[src/rtl/wb_burst_sram_ctrl.sv]
// Wishbone B3 burst slave driving a single-port synchronous SRAM; reads stream one beat per clock.
// Define WB_BURST_SRAM_CTRL_RANGE_CHECK_EN to answer out-of-range first beats with wb_err_o.
module wb_burst_sram_ctrl #(
   parameter int AW     = 32,
   parameter int MEM_AW = 25
) (
   input  logic              wb_clk_i,
   input  logic              wb_rst_ni,
   input  logic [AW-1:0]     wb_adr_i,
   input  logic [31:0]       wb_dat_i,
   input  logic [3:0]        wb_sel_i,
   input  logic              wb_we_i,
   input  logic              wb_cyc_i,
   input  logic              wb_stb_i,
   input  logic [2:0]        wb_cti_i,
   input  logic [1:0]        wb_bte_i,
   output logic [31:0]       wb_dat_o,
   output logic              wb_ack_o,
   output logic              wb_err_o,
   output logic              mem_req_o,
   output logic              mem_we_o,
   output logic [MEM_AW-1:0] mem_addr_o,
   output logic [3:0]        mem_be_o,
   output logic [31:0]       mem_wdata_o,
   input  logic [31:0]       mem_rdata_i
);

   localparam logic [1:0] ST_IDLE   = 2'd0;
   localparam logic [1:0] ST_ACTIVE = 2'd1;
`ifdef WB_BURST_SRAM_CTRL_RANGE_CHECK_EN
   localparam logic [1:0] ST_ERR    = 2'd2;
`endif

   logic [1:0]        state_q, state_d;
   logic [MEM_AW-1:0] addr_q, addr_d, step_addr, start_addr;
   logic [2:0]        cti_q;
   logic [1:0]        bte_q;
   logic              we_q;
   logic              req_valid, out_of_range, start, last_beat, ack;
   logic              mem_req, mem_we;
   logic [MEM_AW-1:0] mem_addr;
   logic [3:0]        mem_be;
   logic [31:0]       mem_wdata;

   assign start_addr = wb_adr_i[MEM_AW+1:2];
   assign req_valid  = wb_cyc_i & wb_stb_i;
   assign last_beat  = (wb_cti_i == 3'b000) || (wb_cti_i == 3'b111);
   assign start      = (state_q == ST_IDLE) && req_valid && !out_of_range;

`ifdef WB_BURST_SRAM_CTRL_RANGE_CHECK_EN
   logic unused_adr;
   assign unused_adr   = ^wb_adr_i[1:0];
   assign out_of_range = |wb_adr_i[AW-1:MEM_AW+2];
   assign wb_err_o     = (state_q == ST_ERR);
`else
   logic unused_adr;
   assign unused_adr   = ^{wb_adr_i[1:0], wb_adr_i[AW-1:MEM_AW+2]};
   assign out_of_range = 1'b0;
   assign wb_err_o     = 1'b0;
`endif

   // Wrapping bursts advance only the low 2/3/4 bits; constant-address bursts hold.
   always_comb begin
      step_addr = addr_q;
      if (cti_q != 3'b001) begin
         case (bte_q)
            2'b00:   step_addr = addr_q + 1'b1;
            2'b01:   step_addr = {addr_q[MEM_AW-1:2], addr_q[1:0] + 2'd1};
            2'b10:   step_addr = {addr_q[MEM_AW-1:3], addr_q[2:0] + 3'd1};
            default: step_addr = {addr_q[MEM_AW-1:4], addr_q[3:0] + 4'd1};
         endcase
      end
   end

   // A beat is accepted when ack and stb are high together in ACTIVE. ack is a pure
   // gate of cyc&stb, so dropping stb is a wait state and costs exactly one cycle.
   always_comb begin
      state_d   = state_q;
      addr_d    = addr_q;
      ack       = 1'b0;
      mem_req   = 1'b0;
      mem_we    = 1'b0;
      mem_addr  = '0;
      mem_be    = '0;
      mem_wdata = '0;
      case (state_q)
         ST_IDLE: begin
            if (start) begin
               state_d = ST_ACTIVE;
               addr_d  = start_addr;
               if (!wb_we_i) begin
                  mem_req  = 1'b1;
                  mem_addr = start_addr;
               end
            end
`ifdef WB_BURST_SRAM_CTRL_RANGE_CHECK_EN
            else if (req_valid) begin
               state_d = ST_ERR;
            end
`endif
         end
         ST_ACTIVE: begin
            if (!wb_cyc_i) begin
               state_d = ST_IDLE;
            end else begin
               ack = wb_stb_i;
               if (ack) begin
                  addr_d = step_addr;
                  if (last_beat) state_d = ST_IDLE;
               end
               if (we_q) begin
                  if (ack) begin
                     mem_req   = 1'b1;
                     mem_we    = 1'b1;
                     mem_addr  = addr_q;
                     mem_be    = wb_sel_i;
                     mem_wdata = wb_dat_i;
                  end
               end else begin
                  // Fetch one address ahead so the next beat's data is ready on arrival.
                  mem_req  = 1'b1;
                  mem_addr = ack ? step_addr : addr_q;
               end
            end
         end
`ifdef WB_BURST_SRAM_CTRL_RANGE_CHECK_EN
         ST_ERR:  state_d = ST_IDLE;
`endif
         default: state_d = ST_IDLE;
      endcase
   end

   always_ff @(posedge wb_clk_i or negedge wb_rst_ni) begin
      if (!wb_rst_ni) begin
         state_q <= ST_IDLE;
         addr_q  <= '0;
         cti_q   <= 3'b000;
         bte_q   <= 2'b00;
         we_q    <= 1'b0;
      end else begin
         state_q <= state_d;
         addr_q  <= addr_d;
         if (start) begin
            cti_q <= wb_cti_i;
            bte_q <= wb_bte_i;
            we_q  <= wb_we_i;
         end
      end
   end

   // The SRAM side is forced quiet while reset is held, even if the master keeps cyc/stb up.
   assign mem_req_o   = wb_rst_ni & mem_req;
   assign mem_we_o    = wb_rst_ni & mem_we;
   assign mem_addr_o  = wb_rst_ni ? mem_addr  : '0;
   assign mem_be_o    = wb_rst_ni ? mem_be    : '0;
   assign mem_wdata_o = wb_rst_ni ? mem_wdata : '0;
   assign wb_ack_o    = ack;
   assign wb_dat_o    = mem_rdata_i;

endmodule

[config.mk]
export PLATFORM = sky130hd
export DESIGN_NAME = wb_burst_sram_ctrl
export DESIGN_NICKNAME = d
export VERILOG_FILES = /design/src/rtl/wb_burst_sram_ctrl.sv
export SDC_FILE = /design/constraint.sdc
export NUM_CORES = 1
export LEC_CHECK = 0
export ABC_CLOCK_PERIOD_IN_PS = 3400
export CORE_ASPECT_RATIO = 1.1
export CORE_UTILIZATION = 39
export DETAILED_ROUTE_END_ITERATION = 7
export GPL_ROUTABILITY_DRIVEN = 0
export PLACE_DENSITY = 0.91
export SETUP_SLACK_MARGIN = 0.15
export SYNTH_ARGS = -nofsm -noshare
export SYNTH_HDL_FRONTEND = slang
export SYNTH_SLANG_ARGS = --single-unit
[constraint.sdc]
create_clock -name wb_clk_i -period 3.4 [get_ports wb_clk_i]
set_input_delay 0.68 -clock wb_clk_i [delete_from_list [all_inputs] [get_ports wb_clk_i]]
set_output_delay 0.68 -clock wb_clk_i [all_outputs]
set_load 0.01 [all_outputs]
* Yosys cells after proc, flatten, opt, wreduce, memory -nomap -nowiden *
Cells that the tools add are included.

storage, ports and cells
  logic and storage cells = 68
  input bits = 110
  register bits = 33
  output and inout bits = 97

operators by class
  reductions and logical operators = 8
  add/sub/neg operators = 4
  equality and inequality tests = 9
  bitwise logic cells = 3
  mux-type cells = 39

operators with widths
  cell                                           count
  2-to-1 mux 25 bit                              10
  2-to-1 mux 32 bit                              5
  case mux 25 bit (2 select lines)               2
  case mux 25 bit (3 select lines)               1
  adder 25 x 1 -> 25 bit, second input constant  1
  2-to-1 mux 4 bit                               5
  2-to-1 mux 1 bit                               10
  2-to-1 mux 2 bit                               4
  != test 3 bit, second input constant           2
  AND reduction 3 bit                            2
  adder 4 x 1 -> 4 bit, second input constant    1
  == test 2 x 1 -> 1 bit, second input constant  2
  zero test 2 bit                                2
  != test 2 bit, second input constant           2
  case mux 2 bit (2 select lines)                1
  adder 3 x 1 -> 3 bit, second input constant    1
  AND 1 bit                                      3
  == test 3 bit, second input constant           1
  zero test 3 bit                                1
  != test 3 x 1 -> 1 bit, second input constant  1
  adder 2 x 1 -> 2 bit, second input constant    1
  == test 2 bit, second input constant           1
  case mux 1 bit (2 select lines)                1
  nonzero test 2 bit                             1
  other kinds (2)                                2

* Depth between registers and ports, before layout *
Gate-level depths: netlist of run 1.

  word-level depth = 8
  depth in mapped cells = 8
  gate-level depth less buffers = 6

* Worst setup path before layout of run 1 *
No wires, ideal clock.

  path kind = input port to output port
  from = in wb_stb_i
  to = out mem_addr_o[7]
  stages on the path = 4
  path buffers = 0
  path slack = 0.423 ns
  arrival time = 2.297 ns
  data required time = 2.720 ns
  cells stage by stage = or3b_4 nor4_1 nand3_1 o311ai_0

between the ends
  cells in the longest elaborated chain, start to end = 5
  elaborated cells on any way between the ends = 9
  those cells by class = mux (7); bitwise (1); reduce/logical (1)

RTL lines
  what                                                    RTL line  RTL
  from (decl)                                             14        input logic wb_stb_i,
  2-to-1 mux 25 bit, or another cell as far along         n/a
  2-to-1 mux 25 bit or logical AND 1 bit (tied branches)  111, 48
  2-to-1 mux 25 bit, on equally long branches             103, 88
  case mux 25 bit (2 select lines) (*)                    86        case (state_q)
  2-to-1 mux 25 bit (*)                                   154       assign mem_addr_o = wb_rst_ni ? mem_addr : '0;
  to (decl)                                               22        output logic [MEM_AW-1:0] mem_addr_o,

Mark *: on every way between the ends. The rest lies on a longest branch, timed or not.

* Final worst setup path of run 1 *
  from = reg addr_q[16]
  to = out mem_addr_o[23]

between the ends
  cells in the longest elaborated chain, start to end = 8

RTL lines
  what                              RTL line  RTL
  from (decl)                       35        logic [MEM_AW-1:0] addr_q, addr_d, step_addr, start_addr;
  from (signal assigned)            142       addr_q <= addr_d;
  adder 25 x 1 -> 25 bit            67        2'b00: step_addr = addr_q + 1'b1;
  case mux 25 bit (3 select lines)  66        case (bte_q)
  2-to-1 mux 25 bit                 65        if (cti_q != 3'b001) begin
  2-to-1 mux 25 bit                 n/a
  2-to-1 mux 25 bit                 111       if (we_q) begin
  2-to-1 mux 25 bit                 103       if (!wb_cyc_i) begin
  case mux 25 bit (2 select lines)  86
  2-to-1 mux 25 bit                 154

No other way between the ends.

==> impl_metrics.json, run 1 <==
{
  "synth-simple-area-share_pct": 29.2,
  "setup_viol_count_final": 0,
  "synth_nets": 612,
  "status": "finished, violations left",
  "syn_to_final_growth_pct": 53.6,
  "cts_tree": "yes",
  "drive_above_1_share_pct": 23.2,
  "avgSynthCellArea_sq_um": 7.22,
  "netlist_instances": 501,
  "yosys_warnings": 0,
  "powerDensity_nw_per_um2": 283,
  "synth_edf_count": 0,
  "grt_max_degree": 56,
  "synth_xor_area_share_pct": 0.969,
  "start_util_pct": 40.5,
  "die_x_microns": 93.8,
  "viasPerCell": 6.24,
  "rsz0062_at_grt": "yes",
  "synth_ff_type": "dfrtp_1",
  "slowest_delay_ns": 0.57,
  "slew_viol_final": 0,
  "wire_per_inst_microns": 19.2,
  "violations": "DRC",
  "die_y_microns": 103,
  "slowest_stage": "dfrtp_1",
  "finalInstanceArea_sq_um": 5550,
  "critPathLaunchType": "flip-flop",
  "fin_setup_tns_ns": 0,
  "yosysSeqAreaShare_pct": 22.1,
  "h-tree-depth": 2,
  "power.leakage_nw": 2.42,
  "first_pass_iters": 8,
  "synthMuxAreaShare_pct": 7.02,
  "period_share_pct": 94.0,
  "cp_max_fo": 12,
  "ys_seq_elements": 32,
  "grt_pass1_wl_microns": 22000,
  "syn_area_sq_um": 3620,
  "finalHoldViolations": 0,
  "finalWorstPathRequiredPeriod_ns": 3.19,
  "ys_types": 59,
  "drc": 6,
  "maxCapViolCount": 0,
  "holdPathEnd": "cti_q[0]",
  "cts_buffers": 5,
  "antenna_left": 0,
  "first_global_vias": 4513,
  "cp_num_buf_inv": 1,
  "ir_drop_mv": 0.184,
  "synth_top_family_by_area": "simple AND/OR/NAND/NOR gates",
  "vias": 4719,
  "clkSinkCount": 32,
  "layout_common_cells": "clkdlybuf4s50_1, buf_4, o21ai_0",
  "hpwl_microns": 9310,
  "hold_path_depth": 1,
  "hold_buffers": 0,
  "clk_pin_slew_ns": 0.08,
  "r2r-start": "bte_q[0]",
  "clkLatencyLatePin_ns": 0.30,
  "fin_skew_ns": 0.00703,
  "crit_path_end_kind": "output pin",
  "r2r_slack_ns": 0.78,
  "critical_path_class": "reg -> out",
  "crit_chain": "nand3_1 -> nor4_2 -> nand4_1 -> a222oi_1 -> o21ai_1 -> clkbuf_2",
  "routed_wl_microns": 14500,
  "rows": 36,
  "dieArea_sq_um": 9660,
  "tightest_slew_ns": 0.795,
  "dpl_cell_area_sq_um": 5170,
  "overflow": 0,
  "synth_async_sr_flop_share_pct": 100,
  "reg2regPathDepth": 7,
  "cpLargestDelayFamily": "simple AND/OR/NAND/NOR gates",
  "worstHoldPathType": "reg -> reg",
  "cts.path.max_buffers": 2,
  "cp.required_ns": 2.72,
  "synthAdderAreaFrac_pct": 0.346,
  "drtIter0Drc": 639,
  "pin_count": 207,
  "cp.arrival_ns": 2.51,
  "final_common_cell": "clkdlybuf4s50_1",
  "port_buffers": 134,
  "r2r_end": "addr_q[13]",
  "grt_usage_pct": 28.8,
  "fin_nets": 752,
  "core_sq_um": 8920,
  "synth_compound_area_share_pct": 25.5,
  "hp-start": "cti_q[0]",
  "antenna_cells": 0,
  "grt_antenna_before_repair": 0,
  "cts_root_buf": "clkbuf_8",
  "slew_headroom_pct": 47.0,
  "max_freq_mhz": 313
}
## routing by layer
metal	global-route usage [%]	up-vias	share of wire (%)
met1	34.4	2147	35
li1	-	2052	-
met4	16.0	0	6.3
met2	47.8	409	47
met5	0	-	0
met3	6.78	111	11
## through the flow
step | setup WS [ns] | utilization [%] | power (mW) | cells | hold slack (ns)
detailed placement | -0.602 | 58.0 | 1.16 | 730 | 0.533
global route | 0.148 | 62.3 | 1.64 | 756 | 0.553
CTS | 0.0744 | 61.6 | 1.50 | 750 | 0.553
floorplan | 0.423 | - | 0.945 | 501 | 0.384
global placement | -0.544 | 58.0 | 1.11 | 730 | 0.499
finish | 0.205 | 62.3 | 1.57 | 756 | 0.547
## cells by family after synthesis
logic type               count (synthesis)
AO/OA/AOI/OAI                          144
XOR/XNOR                                 4
other                                    1
buffers and inverters                  107
AND/OR/NAND/NOR                        188
adder cells (fa/ha/maj)                  1
flip-flops                              32
multiplexers                            24
## synthesized netlist by cell type, types with 3 or more instances
cell / number / share of area, %
a21oi_1: 23 / 3.2
a21o_1: 4 / 0.83
nor3_1: 10 / 1.4
a31oi_1: 12 / 2.1
buf_4: 33 / 6.9
buf_2: 4 / 0.55
or3_1: 3 / 0.52
clkbuf_1: 41 / 4.3
mux2i_1: 13 / 3.6
a221o_1: 11 / 3.0
nor4_2: 4 / 1.4
o311ai_0: 4 / 0.97
nand2_1: 30 / 3.1
and4_1: 4 / 0.97
and2_1: 38 / 6.6
nand2b_1: 9 / 1.6
nand4_1: 9 / 1.6
nand3_1: 34 / 4.7
xor2_1: 3 / 0.73
mux2_2: 10 / 3.1
nor2_1: 25 / 2.6
o22ai_1: 19 / 3.3
dfrtp_1: 32 / 22
inv_1: 23 / 2.4
nor4_1: 3 / 0.52
a22oi_1: 7 / 1.5
buf_1: 4 / 0.42
o21ai_0: 46 / 6.4
and3_1: 6 / 1.0
## worst max-delay path by stage
stage | startpoint | endpoint | slack, ns | cells past startpoint
2_1_floorplan | wb_stb_i | mem_addr_o[7] | 0.42 | 4
3_3_place_gp | wb_stb_i | mem_addr_o[19] | -0.54 | 8
3_5_place_dp | wb_stb_i | mem_addr_o[19] | -0.60 | 8
4_1_cts | wb_stb_i | mem_addr_o[19] | 0.07 | 8
5_1_grt | bte_q[0] | mem_addr_o[7] | 0.15 | 8
6_report | addr_q[16] | mem_addr_o[23] | 0.21 | 6
## power by group
group / leakage [nW] / switching, mW / internal (mW) / total (mW)
sequential: 0.372 / 0.153 / 0.460 / 0.613
combinational: 2.00 / 0.316 / 0.308 / 0.624
clock: 0.0434 / 0.173 / 0.164 / 0.337
total: 2.42 / 0.641 / 0.932 / 1.57
## final cells by class
| cell class | count | area [sq um] |
|---|---|---|
| Clock buffer | 6 | 82.6 |
| Clock inverter | 2 | 15.0 |
| Fill cell | 709 | 3370 |
| Inverter | 23 | 86.3 |
| Multi-Input combinational cell | 362 | 2440 |
| Sequential cell | 32 | 813 |
| Tap cell | 114 | 143 |
| Timing Repair Buffer | 217 | 1980 |
## what timing repair did
action	CTS	global route
setup buffers	11	6
setup endpoints to repair	63	38
pin swaps	10	5
resized for setup	91	21
cloned	1	0
## flip-flops by register name (all words and copies together), names as in the netlist
signal	flops
addr_q	25
we_q	1
bte_q	2
cti_q	3
state_q	1
(Power assumes the default switching activity.)
==> run 2: changes to the inputs <==
--- a/config.mk
+++ b/config.mk
@@ -6,11 +6,11 @@
 export NUM_CORES = 1
 export LEC_CHECK = 0
 export ABC_CLOCK_PERIOD_IN_PS = 3400
-export CORE_ASPECT_RATIO = 1.1
-export CORE_UTILIZATION = 39
+export CORE_UTILIZATION = 60
 export DETAILED_ROUTE_END_ITERATION = 7
+export DONT_BUFFER_PORTS = 1
 export GPL_ROUTABILITY_DRIVEN = 0
-export PLACE_DENSITY = 0.91
+export PLACE_DENSITY = 0.85
 export SETUP_SLACK_MARGIN = 0.15
 export SYNTH_ARGS = -nofsm -noshare
 export SYNTH_HDL_FRONTEND = slang
==> constraint.sdc (replaced) <==
create_clock -name wb_clk_i -period 3.4 [get_ports wb_clk_i]
set_input_delay 0.34 -clock wb_clk_i [delete_from_list [all_inputs] [get_ports wb_clk_i]]
set_output_delay 0.34 -clock wb_clk_i [all_outputs]
set_load 0.005 [all_outputs]
==> run 2 against run 1 <==
Against the previous run:
- the run now ends clean
- cell count down 33%
- count of clock-buffer cells in the layout unchanged
- clock skew down 0.0028 ns
- sequential power down 1%
- non-clock buffer count down 205
- routed wire length down 30%
- worst hold slack worse by 0.40 ns
- register-to-register slack better by 0.07 ns
- global-route usage up 3.3 points
- maximum frequency up 6.1%
- sequential share of layout area up 8.4 points
- largest power group is now sequential cells
==> impl_metrics.json, run 2 (same netlist as run 1, synthesis figures left out) <==
{
  "antenna_left": 0,
  "overflow": 0,
  "rsz0062_at_grt": "no",
  "drive_above_1_share_pct": 9.15,
  "clkLatencyLatePin_ns": 0.30,
  "fin_cells": 509,
  "slowest_delay_ns": 0.81,
  "fin_skew_ns": 0.00421,
  "cpLargestDelayFamily": "buffers and inverters",
  "antenna_cells": 0,
  "vias": 3594,
  "cts_buffers": 5,
  "core_sq_um": 5640,
  "dieArea_sq_um": 6340,
  "cp.required_ns": 3.06,
  "slowest_stage": "dfrtp_1",
  "clkSinkCount": 32,
  "first_global_vias": 3138,
  "tightest_slew_ns": 0.835,
  "drc": 0,
  "cp_max_fo": 26,
  "rows": 27,
  "setup_viol_count_final": 0,
  "cts_tree": "yes",
  "finalHoldViolations": 0,
  "period_share_pct": 88.5,
  "cp_num_buf_inv": 2,
  "grt_antenna_before_repair": 0,
  "wire_per_inst_microns": 20.1,
  "hold_path_depth": 1,
  "powerDensity_nw_per_um2": 387,
  "top_register": "addr_q",
  "port_buffers": 0,
  "h-tree-depth": 2,
  "dp_cells": 499,
  "slew_viol_final": 0,
  "ir_drop_mv": 0.176,
  "layout_common_cells": "o21ai_0, and2_1, nand3_1",
  "cts.path.max_buffers": 2,
  "drtIter0Drc": 594,
  "slew_headroom_pct": 44.3,
  "largest_reg_flops": 25,
  "die_x_microns": 79.6,
  "crit_path_end_kind": "output pin",
  "pin_count": 207,
  "cts_root_buf": "clkbuf_8",
  "final_common_cell": "o21ai_0",
  "viasPerCell": 7.06,
  "grt_pass1_wl_microns": 15600,
  "grt_max_degree": 59,
  "cp.arrival_ns": 2.67,
  "hpwl_microns": 6960,
  "maxCapViolCount": 0,
  "crit_chain": "and3_1 -> nand3_1 -> inv_1 -> buf_4 -> and2_1",
  "status": "complete, no violations",
  "fin_setup_tns_ns": 0,
  "power.leakage_nw": 1.39,
  "critical_path_class": "reg -> out",
  "critPathLaunchType": "flip-flop",
  "max_freq_mhz": 332,
  "routed_wl_microns": 10200,
  "reg2regPathDepth": 5,
  "syn_to_final_growth_pct": -3.81,
  "cp_num_cells": 5,
  "worstHoldPathType": "in -> reg",
  "clk_pin_slew_ns": 0.07,
  "finalWorstPathRequiredPeriod_ns": 3.01,
  "grt_usage_pct": 32.1,
  "largestRegisters": "addr_q x25, cti_q x3, bte_q x2",
  "start_util_pct": 64.1,
  "fin_nets": 547,
  "die_y_microns": 79.6,
  "first_pass_iters": 5
}
-- run 2: cell types whose count changed in the layout (fill, tap and decap cells not counted), moves of 5 or more --
cell             before  now
dfrtp_2              10    0
dlygate4sd2_1        15    0
buf_2                 7    0
nor3_1                5   10
clkdlybuf4s50_1     105    0
buf_4                74   10
dfrtp_1              22   32
-- run 2: final timing paths --
kind,startpoint,endpoint,slack (ns)
setup / recovery,state_q[0],mem_wdata_o[18],0.39
hold / removal,wb_stb_i,state_q[0],0.15
setup reg to reg,bte_q[1],addr_q[13],0.85
hold reg to reg,cti_q[2],cti_q[2],0.54
max in group asynchronous,wb_rst_ni,addr_q[21],2.73
min in group asynchronous,wb_rst_ni,addr_q[7],0.49
-- run 2: per-layer routing --
metal | global-route usage [%] | vias up | share of wire [%]
met5 | 0 | - | 0
met4 | 13.3 | 0 | 2.5
met3 | 6.86 | 32 | 10
met2 | 49.8 | 206 | 47
met1 | 42.9 | 1707 | 41
li1 | - | 1649 | -
-- run 2: metrics by stage --
step / hold slack (ns) / util [%] / instance area, sq um / power [mW] / setup WS, ns
floorplan: 0.0444 / - / 3620 / 0.929 / 1.06
global placement: 0.0454 / 59.2 / 3340 / 0.925 / 0.816
detailed placement: 0.0453 / 59.2 / 3340 / 0.951 / 0.759
CTS: 0.143 / 61.7 / 3480 / 1.33 / 0.445
global route: 0.140 / 61.7 / 3480 / 1.42 / 0.229
finish: 0.146 / 61.7 / 3480 / 1.35 / 0.390
-- run 2: where the power goes --
group	leakage (nW)	switching (mW)	internal (mW)
clock network	0.0552	0.160	0.218
logic	0.952	0.193	0.170
registers	0.383	0.151	0.455
-- run 2: repair_timing --
item | CTS | global route
resized for setup | 0 | 0
endpoints found under the hold margin | 32 | 0
buffers inserted | 0 | 0
hold buffers | 2 | 0
-- run 2: area by class of cell --
cell class,instances,area (sq um)
clock buffer,6,72.6
inverter,23,86.3
fill,497,2160
clock inverter,2,35.0
tap,72,90.1
multi-input combinational,362,2290
sequential,32,801
timing repair buffer,12,105
